File: src/rtl/ram_access_sequencer.sv
// Sequencer for the SAP 16x8 RAM and its MAR: arbitrates CPU vs loader requests and
// runs a MAR-load then RAM-access cycle on the shared bus for each granted request.
module ram_access_sequencer #(
  parameter int unsigned ADDR_W    = 4,
  parameter int unsigned DATA_W    = 8,
  parameter int unsigned WR_CYCLES = 1
) (
  input  logic              clk,
  input  logic              clr_n,
  input  logic              cpu_req,
  input  logic              cpu_we,
  input  logic [ADDR_W-1:0] cpu_addr,
  input  logic [DATA_W-1:0] cpu_wdata,
  output logic              cpu_ack,
  input  logic              ldr_req,
  input  logic              ldr_we,
  input  logic [ADDR_W-1:0] ldr_addr,
  input  logic [DATA_W-1:0] ldr_wdata,
  output logic              ldr_ack,
  input  logic              ldr_lock,
  output logic [DATA_W-1:0] rdata,
  input  logic [DATA_W-1:0] bus_in,
  output logic              bus_drive,
  output logic [DATA_W-1:0] bus_out,
  output logic              mar_load_n,
  output logic              ram_oe_n,
  output logic              ram_we,
  output logic              busy
);

  if (WR_CYCLES < 1 || WR_CYCLES > 8) begin : g_bad_wr_cycles
    $error("WR_CYCLES must be in 1..8");
  end

  localparam logic [2:0] WrLast = 3'(WR_CYCLES - 1);

  typedef enum logic [1:0] {StIdle, StMar, StAcc, StDone} state_e;

  state_e              state_q;
  logic                last_ldr_q;  // 1 = loader held the last contested grant
  logic                gnt_ldr_q;
  logic                we_q;
  logic [DATA_W-1:0]   wdata_q;
  logic [2:0]          cnt_q;

  logic                cpu_elig;
  logic                pick_ldr;
  logic                sel_we;
  logic [ADDR_W-1:0]   sel_addr;
  logic [DATA_W-1:0]   sel_wdata;

  always_comb begin
    cpu_elig  = cpu_req & ~ldr_lock;
    // Loader wins when alone, or on a tie when the CPU had the previous contested grant
    pick_ldr  = ldr_req & (~cpu_elig | ~last_ldr_q);
    sel_we    = pick_ldr ? ldr_we    : cpu_we;
    sel_addr  = pick_ldr ? ldr_addr  : cpu_addr;
    sel_wdata = pick_ldr ? ldr_wdata : cpu_wdata;
  end

  assign busy = (state_q != StIdle);

  always_ff @(posedge clk or negedge clr_n) begin
    if (!clr_n) begin
      state_q    <= StIdle;
      last_ldr_q <= 1'b1;
      gnt_ldr_q  <= 1'b0;
      we_q       <= 1'b0;
      wdata_q    <= '0;
      cnt_q      <= '0;
      mar_load_n <= 1'b1;
      ram_oe_n   <= 1'b1;
      ram_we     <= 1'b0;
      bus_drive  <= 1'b0;
      bus_out    <= '0;
      rdata      <= '0;
      cpu_ack    <= 1'b0;
      ldr_ack    <= 1'b0;
    end else begin
      cpu_ack <= 1'b0;
      ldr_ack <= 1'b0;
      unique case (state_q)
        StIdle: begin
          if (cpu_elig || ldr_req) begin
            gnt_ldr_q <= pick_ldr;
            we_q      <= sel_we;
            wdata_q   <= sel_wdata;
            if (cpu_elig && ldr_req) last_ldr_q <= pick_ldr;
            // MAR phase outputs are loaded straight from the selected request
            mar_load_n <= 1'b0;
            bus_drive  <= 1'b1;
            bus_out    <= DATA_W'(sel_addr);
            state_q    <= StMar;
          end
        end
        StMar: begin
          mar_load_n <= 1'b1;
          state_q    <= StAcc;
          if (we_q) begin
            bus_drive <= 1'b1;
            bus_out   <= wdata_q;
            ram_we    <= 1'b1;
            cnt_q     <= WrLast;
          end else begin
            bus_drive <= 1'b0;
            bus_out   <= '0;
            ram_oe_n  <= 1'b0;
          end
        end
        StAcc: begin
          if (we_q && cnt_q != 3'd0) begin
            cnt_q <= cnt_q - 3'd1;
          end else begin
            if (!we_q) rdata <= bus_in;
            ram_we    <= 1'b0;
            ram_oe_n  <= 1'b1;
            bus_drive <= 1'b0;
            bus_out   <= '0;
            cpu_ack   <= ~gnt_ldr_q;
            ldr_ack   <= gnt_ldr_q;
            state_q   <= StDone;
          end
        end
        StDone: begin
          state_q <= StIdle;
        end
        default: state_q <= StIdle;
      endcase
    end
  end

endmodule

File: config.mk
export PLATFORM = sky130hd
export DESIGN_NAME = ram_access_sequencer
export DESIGN_NICKNAME = d
export VERILOG_FILES = /design/src/rtl/ram_access_sequencer.sv
export SDC_FILE = /design/constraint.sdc
export NUM_CORES = 1
export LEC_CHECK = 0
export CAP_MARGIN = 40
export CORE_ASPECT_RATIO = 0.8
export CORE_MARGIN = 2
export CORE_UTILIZATION = 23
export CTS_CLUSTER_DIAMETER = 120
export DETAILED_ROUTE_END_ITERATION = 8
export PLACE_DENSITY = 0.44
export SLEW_MARGIN = 10
export SYNTH_ARGS = -nofsm -noshare
export SYNTH_HDL_FRONTEND = slang
export SYNTH_SLANG_ARGS = --single-unit
File: constraint.sdc
create_clock -name clk -period 3.6 [get_ports clk]
set_input_delay 0.72 -clock clk [delete_from_list [all_inputs] [get_ports clk]]
set_output_delay 0.72 -clock clk [all_outputs]
set_load 0.1 [all_outputs]
## Yosys cells after proc, flatten, opt, wreduce, memory -nomap -nowiden

Cells that the tools add are included.

| operators by class | value |
|---|---|
| add/subtract/negate cells | 1 |
| eq/ne operators | 8 |
| muxes and demuxes | 28 |
| bitwise logic cells | 9 |
| reductions and logical operators | 18 |

Operators with widths:

| operator | number |
|---|---|
| two-way mux 8 bit | 4 |
| one-hot mux 8 bit (3 select lines) | 1 |
| AND reduction 3 bit | 6 |
| two-way mux 1 bit | 12 |
| != test 2 bit, second input constant | 5 |
| one-hot mux 2 bit (4 select lines) | 1 |
| two-way mux 3 bit | 2 |
| NOT 1 bit | 6 |
| one-hot mux 1 bit (2 select lines) | 3 |
| one-hot mux 3 bit (2 select lines) | 1 |
| AND reduction 2 bit | 3 |
| nonzero test 2 bit | 3 |
| nonzero test 3 bit | 2 |
| equality test 2 bit, second input constant | 2 |
| two-way mux 2 bit | 2 |
| two-way mux 4 bit | 1 |
| one-hot mux 1 bit (3 select lines) | 1 |
| subtractor 3 x 1 -> 3 bit, second input constant | 1 |
| AND 1 bit | 2 |
| equality test 2 x 1 -> 1 bit, second input constant | 1 |
| logical AND 1 bit | 2 |
| logical NOT 2 bit | 1 |
| logical OR 1 bit | 1 |
| bitwise OR 1 bit | 1 |

| word-level totals | value |
|---|---|
| register bits | 38 |
| input bits | 39 |
| output and inout bits | 23 |
| logic and storage cells | 78 |

## Depth between registers and ports, before layout

| logic depth | value |
|---|---|
| depth after elaboration | 8 |
| mapped depth | 7 |
| mapped depth without buffers | 6 |

## Worst setup path after synthesis

OpenSTA, ideal clock, no wires.

| timing | value |
|---|---|
| path kind | register to output |
| from | register state_q[0] |
| to | output busy |
| arrival | 1274 ps |
| data required time | 2880 ps |
| path slack | 1606 ps |
| stages on the path, launching flop included | 4 |
| buffers on the path | 0 |
| cells stage by stage | dfrtp_1 -> inv_1 -> ha_1 -> inv_1 |

| between the ends | value |
|---|---|
| word-level cells in the longest chain between the ends | 1 |

Ends and longest elaborated chain:

| element | line | text |
|---|---|---|
| from (decl) | 39 | `state_e state_q;` |
| from (signal assigned) | 65 | `state_q <= StIdle;` |
| from (signal assigned) | 93 | `state_q <= StMar;` |
| from (signal assigned) | 98 | `state_q <= StAcc;` |
| nonzero test 2 bit | 61 | `assign busy = (state_q != StIdle);` |
| to (decl) | 28 | `output logic busy` |

Every way passes these cells.

## Worst setup path after layout

Same ends and word-level chain as after synthesis.

==> results.cfg <==
[hold_path]
hp-class = in2async

[synthesis]
synth_nets = 214
yosys_warnings = 0
yosysTopAreaCellShare = 0.476
ys_ff_latch = 38
yosys.area.top_type = dfrtp_1
synth.avg_cell_area_um2 = 10.9
syn-cell-area_mm2 = 0.00184
synth_seq_area_share = 0.518
synth_top_cells_by_area = dfrtp_1 48%, mux2i_1 7.6%, mux2_2 5.5%, nand2_1 5.5%, dfstp_2 4.3%
yosysUniqueCellTypes = 34
synthCells = 169

[critical_path]
path_common_cell = inv_1
required_ps = 2880
slowest_delay_ps = 400
cp_max_fo = 5
endpoint_kind = output port
path_cells = inv_1 -> ha_1 -> inv_1 -> buf_4
ff2ff_path_depth = 4
start_kind = flip-flop
cp.arrival_ps = 1440
worstSetupPathType = reg2out
cp_slowest_cell = dfrtp_1

[timing]
setup_violations = 0
slew_violations = 0
period_minus_slack_ps = 2160
period_share = 0.599
setup_tns_ps = 0
worst_slew_pin_slew_ps = 769
hold_violations = 0
max_freq_ghz = 0.463
relSlewSlack = 0.486
fin_skew_ps = 6.33
rsz0062_at_grt = no
setup_slack_ps = 1440

[die]
design.core.area_mm2 = 0.00784
rows = 29
start_util = 0.235
die_area_mm2 = 0.00874
die_h_um = 84.0
io_pins = 62
die_w_um = 104

[job]
drv_cap = 0

[detailed_routing]
dr.first_iter.drc_count = 76
postRouteAntennaNets = 0
drt-vias-per-instance = 4.14
drt_pass1_iterations = 4
routed-via-count = 1487
finalWirelength_um = 4620
wl_per_cell_um = 12.9
drc = 0

[cts]
clockBufferDepth = 2
clock-sinks = 38
tritoncts = done
ctsHoldBuffers = 0
path_clk_slew_ps = 80
cts_buffers = 5
cts_setup_buffers = 0
h-tree-depth = 2
clk_latency_ps = 300
root_buffer = clkbuf_8
ctsResizeCount = 0

[grt]
grt_max_degree = 22
grt_pass1_vias = 1541
antenna_found_initial = 0
track_usage = 0.115
grt_pass1_wl_um = 7910
globalRouteOverflowTotal = 0

[final_layout]
fillCellCount = 780
syn_to_final_growth_pct = 61.3
diodes = 0
nNetsFinal = 295
drive_gt1_frac = 0.207
design_area_mm2 = 0.00297
post-route-util = 0.379

[outcome]
status = finished, final reports clean

[place]
hpwl_um = 3540
port_buffers = 61
place_area_mm2 = 0.00288
gp_congestion = 0.693
place_ws_ps = 1150

[power]
irDropWorstVdd_mv = 0.573
powerDensity_mw_per_mm2 = 994
p_leak_nw = 1.31
power_mw = 2.95
==> stage by stage <==
step                std cells  hold WS [ps]
floorplan                 169           414
global placement          330           451
detailed placement        351           453
CTS                       359           402
global route              359           410
finish                    359           382
==> metal layers <==
metal,track usage,part of all wire,vias up
li1,-,-,747
met1,0.159,0.52,691
met2,0.169,0.42,41
met3,0.0328,0.043,8
met4,0.0442,0.015,0
met5,0,0,-
==> path summary, 6_finish.rpt <==
path / start / to / slack [ps]
max in group asynchronous: clr_n / mar_load_n / 2660
min in group clk: gnt_ldr_q / cpu_ack / 450
setup reg to reg: state_q[0] / rdata[2] / 1490
hold / removal: clr_n / rdata[1] / 380
hold reg to reg: gnt_ldr_q / cpu_ack / 450
setup / recovery: state_q[0] / busy / 1440
==> power by group <==
part,total (mW),internal (mW),switching [mW]
clock,0.318,0.154,0.164
sequential,0.724,0.617,0.107
combinational,1.91,0.701,1.21
total,2.95,1.47,1.48
==> cell families after synthesis <==
kind of cell | share of synthesized area
muxes | 0.139
and+or+nand+nor | 0.140
buffers and inverters | 0.0448
DFF | 0.518
AOI/OAI and AO/OA | 0.112
xor gates and xnor gates | 0.00476
adders and majority gates | 0.0408
==> cell usage in the layout (no fill, tap or decap), drive strengths merged <==
cell type / instances
o221ai: 1
nor2: 4
xnor2: 1
nand2: 27
nand2b: 4
a21oi: 4
clkinv: 1
dfstp: 3
mux2i: 14
ha: 6
nor2b: 3
clkbuf: 6
and3: 2
and2: 1
dfrtp: 35
nor3: 1
nand4: 1
inv: 6
clkinvlp: 1
o22a: 1
o211ai: 4
o22ai: 1
buf: 26
a21bo: 2
o221a: 1
o21ai: 15
mux2: 10
a22o: 3
nand3: 10
clkdlybuf4s50: 57
==> registers in the layout, summed over array words and instances (netlist names) <==
register and count:
bus_drive 1, bus_out 8, cnt_q 3, cpu_ack 1, gnt_ldr_q 1, last_ldr_q 1, ldr_ack 1, mar_load_n 1
ram_oe_n 1, ram_we 1, rdata 8, state_q 2, wdata_q 8, we_q 1
==> cell usage after synthesis, drive strengths merged <==
cell,number
a21bo,2
a21oi,4
a22o,3
and2,1
and3,2
buf,7
clkbuf,2
dfrtp,35
dfstp,3
ha,6
inv,6
mux2,10
mux2i,14
nand2,27
nand2b,4
nand3,10
nand4,1
nor2,4
nor2b,3
nor3,1
o211ai,4
o21ai,15
o221a,1
o221ai,1
o22a,1
o22ai,1
xnor2,1
==> final cells by class <==
type	instances	area, um2	area share
repair buffers	83	958	0.323
clock inverters	2	12.5	0.00421
well taps	108	135	0.0455
clock buffers	6	82.6	0.0278
multi-input cells	116	805	0.271
inverters	6	22.5	0.00758
flip-flops and latches	38	955	0.321
==> critical path: cells and delay by family, from the launching register on <==
family	cells	cell delay, ps
fa+ha+maj	1	260
flops	1	400
buf+inv	3	490
No activity file was read; power rests on OpenSTA's default activity.
